### src/rtl/enabled_register_bank_if.sv
// rtl/enabled_register_bank_if.sv - write/read/clear bus of the enabled register bank (commit present with SHADOW_COMMIT_EN)
interface enabled_register_bank_if #(
  parameter int WIDTH = 8,
  parameter int DEPTH = 4
);
  localparam int AW = (DEPTH > 1) ? $clog2(DEPTH) : 1;

  logic             clear;
  logic             wr_en;
  logic [AW-1:0]    wr_addr;
  logic [WIDTH-1:0] wr_data;
  logic [WIDTH/8-1:0] wr_mask;
  logic             wr_err;
  logic             rd_en;
  logic [AW-1:0]    rd_addr;
  logic [WIDTH-1:0] rd_data;
  logic             rd_valid;
`ifdef SHADOW_COMMIT_EN
  logic             commit;

  modport master (
    output clear, wr_en, wr_addr, wr_data, wr_mask, rd_en, rd_addr, commit,
    input  wr_err, rd_data, rd_valid
  );
  modport slave (
    input  clear, wr_en, wr_addr, wr_data, wr_mask, rd_en, rd_addr, commit,
    output wr_err, rd_data, rd_valid
  );
`else
  modport master (
    output clear, wr_en, wr_addr, wr_data, wr_mask, rd_en, rd_addr,
    input  wr_err, rd_data, rd_valid
  );
  modport slave (
    input  clear, wr_en, wr_addr, wr_data, wr_mask, rd_en, rd_addr,
    output wr_err, rd_data, rd_valid
  );
`endif
endinterface

### src/rtl/enabled_register_bank.sv
// rtl/enabled_register_bank.sv - DEPTH x WIDTH register bank, byte-masked writes, registered reads, optional SHADOW_COMMIT_EN shadow copy
module enabled_register_bank #(
  parameter int               WIDTH     = 8,
  parameter int               DEPTH     = 4,
  parameter logic [WIDTH-1:0] RESET_VAL = '0
) (
  input logic                  clk,
  input logic                  reset_n,
  enabled_register_bank_if.slave bus
);
  localparam int AW = (DEPTH > 1) ? $clog2(DEPTH) : 1;
  localparam int NL = WIDTH / 8;
  // One extra bit so DEPTH == 2**AW is representable in the range compare.
  localparam logic [AW:0] LP_DEPTH = (AW + 1)'(DEPTH);

  generate
    if ((WIDTH < 8) || ((WIDTH % 8) != 0)) begin : g_bad_width
      $error("enabled_register_bank: WIDTH must be a non-zero multiple of 8");
    end
    if (DEPTH < 1) begin : g_bad_depth
      $error("enabled_register_bank: DEPTH must be at least 1");
    end
  endgenerate

  logic [WIDTH-1:0] r_act [DEPTH];
  logic [WIDTH-1:0] w_next [DEPTH];
  logic             w_wr_in_range;
  logic             w_rd_in_range;
  logic             r_wr_err;
  logic             r_rd_valid;
  logic [WIDTH-1:0] r_rd_data;

  assign w_wr_in_range = ({1'b0, bus.wr_addr} < LP_DEPTH);
  assign w_rd_in_range = ({1'b0, bus.rd_addr} < LP_DEPTH);

`ifdef SHADOW_COMMIT_EN
  logic [WIDTH-1:0] r_shd [DEPTH];

  // Masked write merged into the shadow copy; this is also what a commit publishes.
  always_comb begin
    for (int e = 0; e < DEPTH; e++) begin
      w_next[e] = r_shd[e];
      if (bus.wr_en && w_wr_in_range && (bus.wr_addr == AW'(e))) begin
        for (int l = 0; l < NL; l++) begin
          if (bus.wr_mask[l]) begin
            w_next[e][8*l +: 8] = bus.wr_data[8*l +: 8];
          end
        end
      end
    end
  end

  // Shadow takes every write; active copy only changes on commit; clear wins over both.
  always_ff @(posedge clk or negedge reset_n) begin
    if (!reset_n) begin
      for (int e = 0; e < DEPTH; e++) begin
        r_shd[e] <= RESET_VAL;
        r_act[e] <= RESET_VAL;
      end
    end else if (bus.clear) begin
      for (int e = 0; e < DEPTH; e++) begin
        r_shd[e] <= RESET_VAL;
        r_act[e] <= RESET_VAL;
      end
    end else begin
      for (int e = 0; e < DEPTH; e++) begin
        r_shd[e] <= w_next[e];
        if (bus.commit) begin
          r_act[e] <= w_next[e];
        end
      end
    end
  end
`else
  // Masked write merged into the live entries.
  always_comb begin
    for (int e = 0; e < DEPTH; e++) begin
      w_next[e] = r_act[e];
      if (bus.wr_en && w_wr_in_range && (bus.wr_addr == AW'(e))) begin
        for (int l = 0; l < NL; l++) begin
          if (bus.wr_mask[l]) begin
            w_next[e][8*l +: 8] = bus.wr_data[8*l +: 8];
          end
        end
      end
    end
  end

  // Entry storage; clear drops any same-cycle write.
  always_ff @(posedge clk or negedge reset_n) begin
    if (!reset_n) begin
      for (int e = 0; e < DEPTH; e++) begin
        r_act[e] <= RESET_VAL;
      end
    end else if (bus.clear) begin
      for (int e = 0; e < DEPTH; e++) begin
        r_act[e] <= RESET_VAL;
      end
    end else begin
      for (int e = 0; e < DEPTH; e++) begin
        r_act[e] <= w_next[e];
      end
    end
  end
`endif

  // Registered read of the pre-edge active value, plus out-of-range write error pulse.
  always_ff @(posedge clk or negedge reset_n) begin
    if (!reset_n) begin
      r_rd_data  <= '0;
      r_rd_valid <= 1'b0;
      r_wr_err   <= 1'b0;
    end else begin
      r_rd_valid <= bus.rd_en;
      r_wr_err   <= bus.wr_en && !w_wr_in_range;
      if (bus.rd_en) begin
        r_rd_data <= w_rd_in_range ? r_act[bus.rd_addr] : '0;
      end
    end
  end

  assign bus.rd_data  = r_rd_data;
  assign bus.rd_valid = r_rd_valid;
  assign bus.wr_err   = r_wr_err;
endmodule

### src/flat_wrapper.sv
// flat-port wrapper written by rule: the top's interface ports become plain ports
module enabled_register_bank_flat 
#(
  parameter int               WIDTH     = 8,
  parameter int               DEPTH     = 4,
  parameter logic [WIDTH-1:0] RESET_VAL = '0
)
  (clk, reset_n, bus_clear, bus_wr_en, bus_wr_addr, bus_wr_data, bus_wr_mask, bus_rd_en, bus_rd_addr, bus_wr_err, bus_rd_data, bus_rd_valid);
  enabled_register_bank_if #(.WIDTH(WIDTH), .DEPTH(DEPTH)) bus_i ();
  input logic clk;
  input logic reset_n;
  input wire logic [$bits(bus_i.clear)-1:0] bus_clear;
  input wire logic [$bits(bus_i.wr_en)-1:0] bus_wr_en;
  input wire logic [$bits(bus_i.wr_addr)-1:0] bus_wr_addr;
  input wire logic [$bits(bus_i.wr_data)-1:0] bus_wr_data;
  input wire logic [$bits(bus_i.wr_mask)-1:0] bus_wr_mask;
  input wire logic [$bits(bus_i.rd_en)-1:0] bus_rd_en;
  input wire logic [$bits(bus_i.rd_addr)-1:0] bus_rd_addr;
  output wire logic [$bits(bus_i.wr_err)-1:0] bus_wr_err;
  output wire logic [$bits(bus_i.rd_data)-1:0] bus_rd_data;
  output wire logic [$bits(bus_i.rd_valid)-1:0] bus_rd_valid;
  assign bus_i.clear = bus_clear;
  assign bus_i.wr_en = bus_wr_en;
  assign bus_i.wr_addr = bus_wr_addr;
  assign bus_i.wr_data = bus_wr_data;
  assign bus_i.wr_mask = bus_wr_mask;
  assign bus_i.rd_en = bus_rd_en;
  assign bus_i.rd_addr = bus_rd_addr;
  assign bus_wr_err = bus_i.wr_err;
  assign bus_rd_data = bus_i.rd_data;
  assign bus_rd_valid = bus_i.rd_valid;
  enabled_register_bank #(.WIDTH(WIDTH), .DEPTH(DEPTH), .RESET_VAL(RESET_VAL)) u_core (.clk(clk), .reset_n(reset_n), .bus(bus_i));
endmodule
### config.mk
export PLATFORM = sky130hd
export DESIGN_NAME = enabled_register_bank_flat
export DESIGN_NICKNAME = d
export VERILOG_FILES = /design/src/rtl/enabled_register_bank_if.sv /design/src/rtl/enabled_register_bank.sv /design/src/flat_wrapper.sv
export SDC_FILE = /design/constraint.sdc
export NUM_CORES = 1
export LEC_CHECK = 0
export BUFFER_PORTS_ARGS = -buffer_cell sky130_fd_sc_hd__buf_2
export CAP_MARGIN = 20
export CORE_ASPECT_RATIO = 0.5
export CORE_MARGIN = 4
export CORE_UTILIZATION = 40
export CTS_BUF_LIST = sky130_fd_sc_hd__clkbuf_8
export DETAILED_ROUTE_END_ITERATION = 10
export GPL_TIMING_DRIVEN = 0
export PLACE_DENSITY = 0.58
export SLEW_MARGIN = 40
export SYNTH_ARGS = -nofsm -noshare
export SYNTH_HDL_FRONTEND = slang
export SYNTH_SLANG_ARGS = --single-unit
### constraint.sdc
create_clock -name clk -period 1.1 [get_ports clk]
set_clock_uncertainty 0.2 [all_clocks]
set_input_delay 0.22 -clock clk [delete_from_list [all_inputs] [get_ports clk]]
set_output_delay 0.22 -clock clk [all_outputs]
set_load 0.02 [all_outputs]
==> results by group, run 1 <==
Global routing
  – Initial antenna violation count: 0
  – Largest net degree at the start of global routing: 42
  – First-pass GRT wire length: 7.424 mm
  – Total GRT Usage: 0.1610
  – Vias in the first global route: 1,405
  – Congestion Overflow GR: 0

CTS
  – CTS tree: done
  – Root Driver: clkbuf_8
  – TritonCTS Buffers: 5
  – Htree depth: 2
  – Clock Latency Late Sink: 0.30 ns
  – Max clock buf depth: 2
  – CTS Sinks: 41
  – Clock transition at path regs: roughly 0.090 ns

Floorplanning
  – DIE HEIGHT: between 50 and 60 µm
  – Die width: 108.4 µm
  – I/O pin count: 28
  – Site Rows: 17
  – Core area: 4616 µm²
  – Die area: 6304 µm²
  – Initial Util: 0.4364

Layout
  – Final nets: between 200 and 250
  – Share of layout cells above drive strength 1: 0.2289
  – Post-route core utilization: 0.5356
  – Filler cells: 438
  – Design area: approximately 2500 µm²
  – Area delta synth->final: 22.73%
  – Inserted Diodes: 0

Synthesis
  – Register area share after synthesis: 0.5093
  – Post-Syn Area per Cell: 12.36 µm²
  – Yosys cell types: 16
  – Synth area leader: dfrtp_1
  – Top post-synthesis cells by area: dfrtp_1 (51%), mux2i_1 (24%), nand2b_1 (15%)
  – Gate count of the mapped netlist: 163
  – Share of the synthesized area in the top cell type: 0.5093
  – Syn Std Cell Area: 2014 µm²
  – Syn nets: 181
  – Yosys reg bits: 41
  – Ys Warns: 0

Setup path
  – CP Class: reg -> out
  – CP endpoint kind: output pin
  – Worst path arrival time: 0.83 ns
  – CP Launch Type: flip-flop
  – Slowest-stage cell, CP: dfrtp_1
  – Max FO, Critical Path: 2
  – Reg2Reg Capture Point: u_core.bus.rd_data[7]$_DFFE_PN0P_
  – Reg2reg start: u_core.bus.rd_data[7]$_DFFE_PN0P_
  – Worst Reg2Reg Path Length in Cells: 3
  – Worst path cell trace: buf_6
  – Crit path required time: a little under 0.7 ns
  – Delay-heaviest family, CP: flip-flops
  – Max stage delay on crit path: just over 0.4 ns
  – FF-to-FF setup slack: 0.09 ns
  – Buf/Inv on CP: 1

Pwr
  – Net Sw Power: ~0.73 mW
  – P_int: roughly 2.6 mW
  – Combinational cell fraction of total power: 0.100
  – Worst-case vdd ir drop: 0.5445 mV
  – PD cells: around 1300 nW/µm²
  – Sequential Power Share: 0.469
  – Switch share: 0.2207
  – P_leak: 1.262 nW
  – Pwr Total: 3.329 mW
  – Clock network power share: 0.431

Placement
  – Post-DP HPWL: 2.912 mm
  – I/O Buffers: 24
  – RePlAce Congestion: a little over 0.7
  – Post-place instance area: 2220 µm²

STA
  – Post-Route Setup TNS: -1.278 ns
  – Final Max Tran Viols: 0
  – Setup Viol. Count Final: 9
  – Final hold violations: 0
  – Min setup slack post-route: -0.1534 ns
  – RSZ-0062 raised after global routing: yes
  – Crit path time final: 1.253 ns
  – Final period util: 1.139
  – Max Freq: 797.9 MHz

Detailed routing
  – Drt first pass iters: 4
  – Average wire per standard cell: approximately 17 µm
  – Vias per Instance: slightly below 5
  – DRC errors left: 0
  – Total Wirelength: 4.539 mm
  – Antenna-violating nets left: 0
  – DR iter-0 viols: 27
  – Vias: 1,299

Run status
  – Status: complete, but fails checks
  – Violations in the final reports: setup timing

Worst hold path
  – Hold WC Path Type: in -> reg
  – Hold Startpoint: bus_wr_data[3]
  – Hold endpoint: u_core.r_act[19]$_DFFE_PN0P_
  – Hold Crit Depth: 3

Run
  – MaxCap Viol Count: 0
sequential cells by signal, indices dropped and copies added (netlist names):
name / cells
u_core.r_act: 32
u_core.bus.rd_valid: 1
u_core.bus.rd_data: 8
logic make-up (layout without fill, tap and decap cells):
group	count (synthesis)	after routing	share of synthesized area
flip-flops	41	41	0.5093
other	1	1	0.001862
buffers and inverters	11	49	0.04036
multiplexers	48	48	0.2385
AND/OR/NAND/NOR	54	54	0.1752
AO/OA/AOI/OAI	8	8	0.03478
power groups by stage:
stage               Sequential, mW  Clock [mW]  Combinational (mW)
floorplan                     1.60           0               0.164
global placement              1.59           0               0.306
detailed placement            1.59           0               0.310
CTS                           1.56        1.47               0.333
global route                  1.57        1.52               0.364
finish                        1.56        1.43               0.333
cells in the mapped netlist, drive strengths merged:
cell type / count
nand4b: 1
o221ai: 8
buf: 7
conb: 1
dfrtp: 41
nand2b: 49
mux2i: 48
clkbuf: 4
and4b: 1
nand2: 1
nand4bb: 1
nand4: 1
through the flow:
stage | instances | hold slack (ns) | setup slack, ns
final | 267 | 0.06092 | -0.1534
after global routing | 267 | 0.07648 | -0.1803
after CTS | 265 | 0.06207 | -0.1622
after detailed placement | 253 | 0.03792 | -0.4005
after global placement | 253 | 0.2094 | -0.3641
after floorplan | 163 | -0.2756 | 0.002515
how the worst max path moves through the flow:
stage,startpoint,end,cells after the start
after floorplan,bus_rd_addr[0],u_core.bus.rd_data[0]$_DFFE_PN0P_,4
after global placement,bus_rd_en,u_core.bus.rd_data[1]$_DFFE_PN0P_,4
after detailed placement,bus_rd_en,u_core.bus.rd_data[1]$_DFFE_PN0P_,4
after CTS,u_core.bus.rd_data[6]$_DFFE_PN0P_,bus_rd_data[6],1
after global routing,u_core.bus.rd_data[1]$_DFFE_PN0P_,bus_rd_data[1],1
final,u_core.bus.rd_data[6]$_DFFE_PN0P_,bus_rd_data[6],1
per-layer routing:
| layer | track usage | share of wire | vias up |
|---|---|---|---|
| met5 | 0 | 0 | - |
| met4 | 0.04317 | 0.0097 | 0 |
| li1 | - | - | 636 |
| met3 | 0.04227 | 0.039 | 7 |
| met2 | 0.2420 | 0.42 | 23 |
| met1 | 0.2310 | 0.53 | 633 |
repair_timing:
action | in CTS | in global routing
buffers inserted | 3 | 3
pin swaps | 0 | 1
endpoints found under the setup margin | 17 | 58
hold endpoints to repair | 42 | 0
hold buffers | 2 | 0
gates resized for setup | 18 | 3
area by class of cell:
class,count,area (µm²),share of cell area
Sequential cell,41,1026,0.4150
Multi-Input combinational cell,111,912.1,0.3689
Timing Repair Buffer,31,240.2,0.09717
Tap cell,66,82.58,0.03340
Buffer,10,77.57,0.03138
Clock buffer,5,68.82,0.02783
Clock inverter,3,65.06,0.02632
cell usage in the layout, fill, tap and decap left out, drive strengths merged:
master / count
nand2b: 49
mux2i: 48
dfrtp: 41
buf: 35
clkbuf: 9
o221ai: 8
bufinv: 2
dlygate4sd3: 2
and4b: 1
nand4b: 1
nand2: 1
nand4bb: 1
nand4: 1
conb: 1
clkinv: 1
(Power assumes the default switching activity.)
==> run 2: changes to the inputs <==
--- a/config.mk
+++ b/config.mk
@@ -13,7 +13,7 @@
 export CTS_BUF_LIST = sky130_fd_sc_hd__clkbuf_8
 export DETAILED_ROUTE_END_ITERATION = 10
 export GPL_TIMING_DRIVEN = 0
-export PLACE_DENSITY = 0.58
+export PLACE_DENSITY = 0.65
 export SLEW_MARGIN = 40
 export SYNTH_ARGS = -nofsm -noshare
 export SYNTH_HDL_FRONTEND = slang
==> run 2 against run 1 <==
Compared with the run above:
- the run still ends with setup timing left
- utilization grew 0.60 points
- critical endpoint unchanged
- critical path depth unchanged
- sequential power is essentially flat
- die area did not move
- final cell count rose by 1.1%
- largest power group unchanged
- clock power fell by 9%
==> results by group, run 2 (same netlist as run 1, synthesis figures left out) <==
Setup path
  – Delay-heaviest family, CP: flip-flops
  – CP Launch Type: flip-flop
  – Crit path required time: just under 0.7 ns
  – CP Class: reg -> out
  – Slowest-stage cell, CP: dfrtp_1
  – Max FO, Critical Path: 2
  – Buf/Inv on CP: 1
  – CP endpoint kind: output pin
  – Max stage delay on crit path: about 0.40 ns
  – Worst path arrival time: 0.84 ns
  – Worst path cell trace: buf_6

STA
  – RSZ-0062 raised after global routing: yes
  – Final Max Tran Viols: 0
  – Min setup slack post-route: -0.1607 ns
  – Max Freq: 793.2 MHz
  – Final hold violations: 0
  – Final period util: 1.146
  – Setup Viol. Count Final: 9
  – Crit path time final: 1.261 ns

CTS
  – Clock transition at path regs: 0.09 ns
  – CTS tree: done
  – Max clock buf depth: 2
  – Root Driver: clkbuf_8
  – Htree depth: 2
  – Clock Latency Late Sink: 0.30 ns
  – CTS Sinks: 41
  – TritonCTS Buffers: 5

Global routing
  – Total GRT Usage: 0.1578
  – Initial antenna violation count: 0
  – Congestion Overflow GR: 0
  – Largest net degree at the start of global routing: 42
  – Vias in the first global route: 1,431
  – First-pass GRT wire length: 7.355 mm

Floorplanning
  – Die area: 6304 µm²
  – Initial Util: 0.4364
  – Core area: approximately 4600 µm²
  – Site Rows: 17
  – Die width: 108.4 µm
  – I/O pin count: 28
  – DIE HEIGHT: a little under 60 µm

Placement
  – I/O Buffers: 24
  – Post-DP HPWL: 2.814 mm
  – Pre-CTS setup slack: -0.3420 ns
  – RePlAce Congestion: around 0.73

Run status
  – Violations in the final reports: setup timing
  – Status: complete, but fails checks

Layout
  – Biggest register: u_core.r_act
  – Share of layout cells above drive strength 1: 0.2451
  – Final nets: 221
  – Inserted Diodes: 0
  – Largest register FFs: 32
  – Most frequent cells in the layout: nand2b_1 (48), mux2i_1 (48), dfrtp_1 (41)
  – Area delta synth->final: 24.10%

Pwr
  – P_leak: 1.275 nW
  – Pwr Total: 3.195 mW
  – PD cells: 1278 nW/µm²
  – Worst-case vdd ir drop: 0.4782 mV

Detailed routing
  – Drt first pass iters: 4
  – Total Wirelength: between 4 and 5 mm
  – DRC errors left: 0
  – DR iter-0 viols: 64
  – Vias: 1,358
  – Average wire per standard cell: 16.51 µm
  – Vias per Instance: a little over 5
  – Antenna-violating nets left: 0

Worst hold path
  – Hold WC Path Type: in -> reg

Run
  – MaxCap Viol Count: 0
-- run 2: final cells by class --
type / instances / area [µm²]
timing repair buffer: 34 / 266.5
fill: 422 / 2116
sequential: 41 / 1026
clock inverter: 2 / 37.54
multi-input combinational: 111 / 927.1
tap: 66 / 82.58
buffer: 10 / 77.57
clock buffer: 6 / 82.58
-- run 2: repair_timing --
action / in CTS / in global routing
resized for setup: 18 / 5
endpoints found under the hold margin: 42 / 0
cloned: 0 / 0
endpoints found under the setup margin: 16 / 52
setup buffers: 5 / 3
hold buffers: 2 / 0
-- run 2: path summary, 6_finish.rpt --
kind,start,endpoint,slack [ns],cells past startpoint
max in group asynchronous,reset_n,u_core.bus.rd_data[4]$_DFFE_PN0P_,0.22,2
worst min-delay path,bus_wr_data[5],u_core.r_act[21]$_DFFE_PN0P_,0.04,3
min in group asynchronous,reset_n,u_core.r_act[22]$_DFFE_PN0P_,0.17,2
worst max-delay path,u_core.bus.rd_data[6]$_DFFE_PN0P_,bus_rd_data[6],-0.16,1
worst min register to register,u_core.bus.rd_data[7]$_DFFE_PN0P_,u_core.bus.rd_data[7]$_DFFE_PN0P_,0.33,2
worst max register to register,u_core.bus.rd_data[0]$_DFFE_PN0P_,u_core.bus.rd_data[0]$_DFFE_PN0P_,0.01,4
-- run 2: power by group --
group	internal, mW	total (mW)	switching, mW
Sequential	1.54	1.56	0.0194
Clock	0.738	1.30	0.557
Combinational	0.157	0.339	0.182
-- run 2: metal layers --
layer,up-vias,track usage,part of all wire
li1,645,-,-
met1,683,0.2180,0.50
met2,23,0.2412,0.44
met3,7,0.04004,0.039
met4,0,0.05935,0.016
met5,-,0,0
-- run 2: per-stage QoR --
step / instances / util / cell area [µm²] / hold slack [ns] / TNS (ns)
after CTS: 267 / 0.5308 / 2450 / 0.04310 / -1.389
after floorplan: 163 / - / 2014 / -0.2756 / 0
after detailed placement: 253 / 0.4809 / 2220 / 0.03905 / -8.050
after global placement: 253 / 0.4803 / 2217 / 0.2099 / -11.95
final: 270 / 0.5416 / 2500 / 0.04384 / -1.305
after global routing: 270 / 0.5416 / 2500 / 0.05101 / -1.654
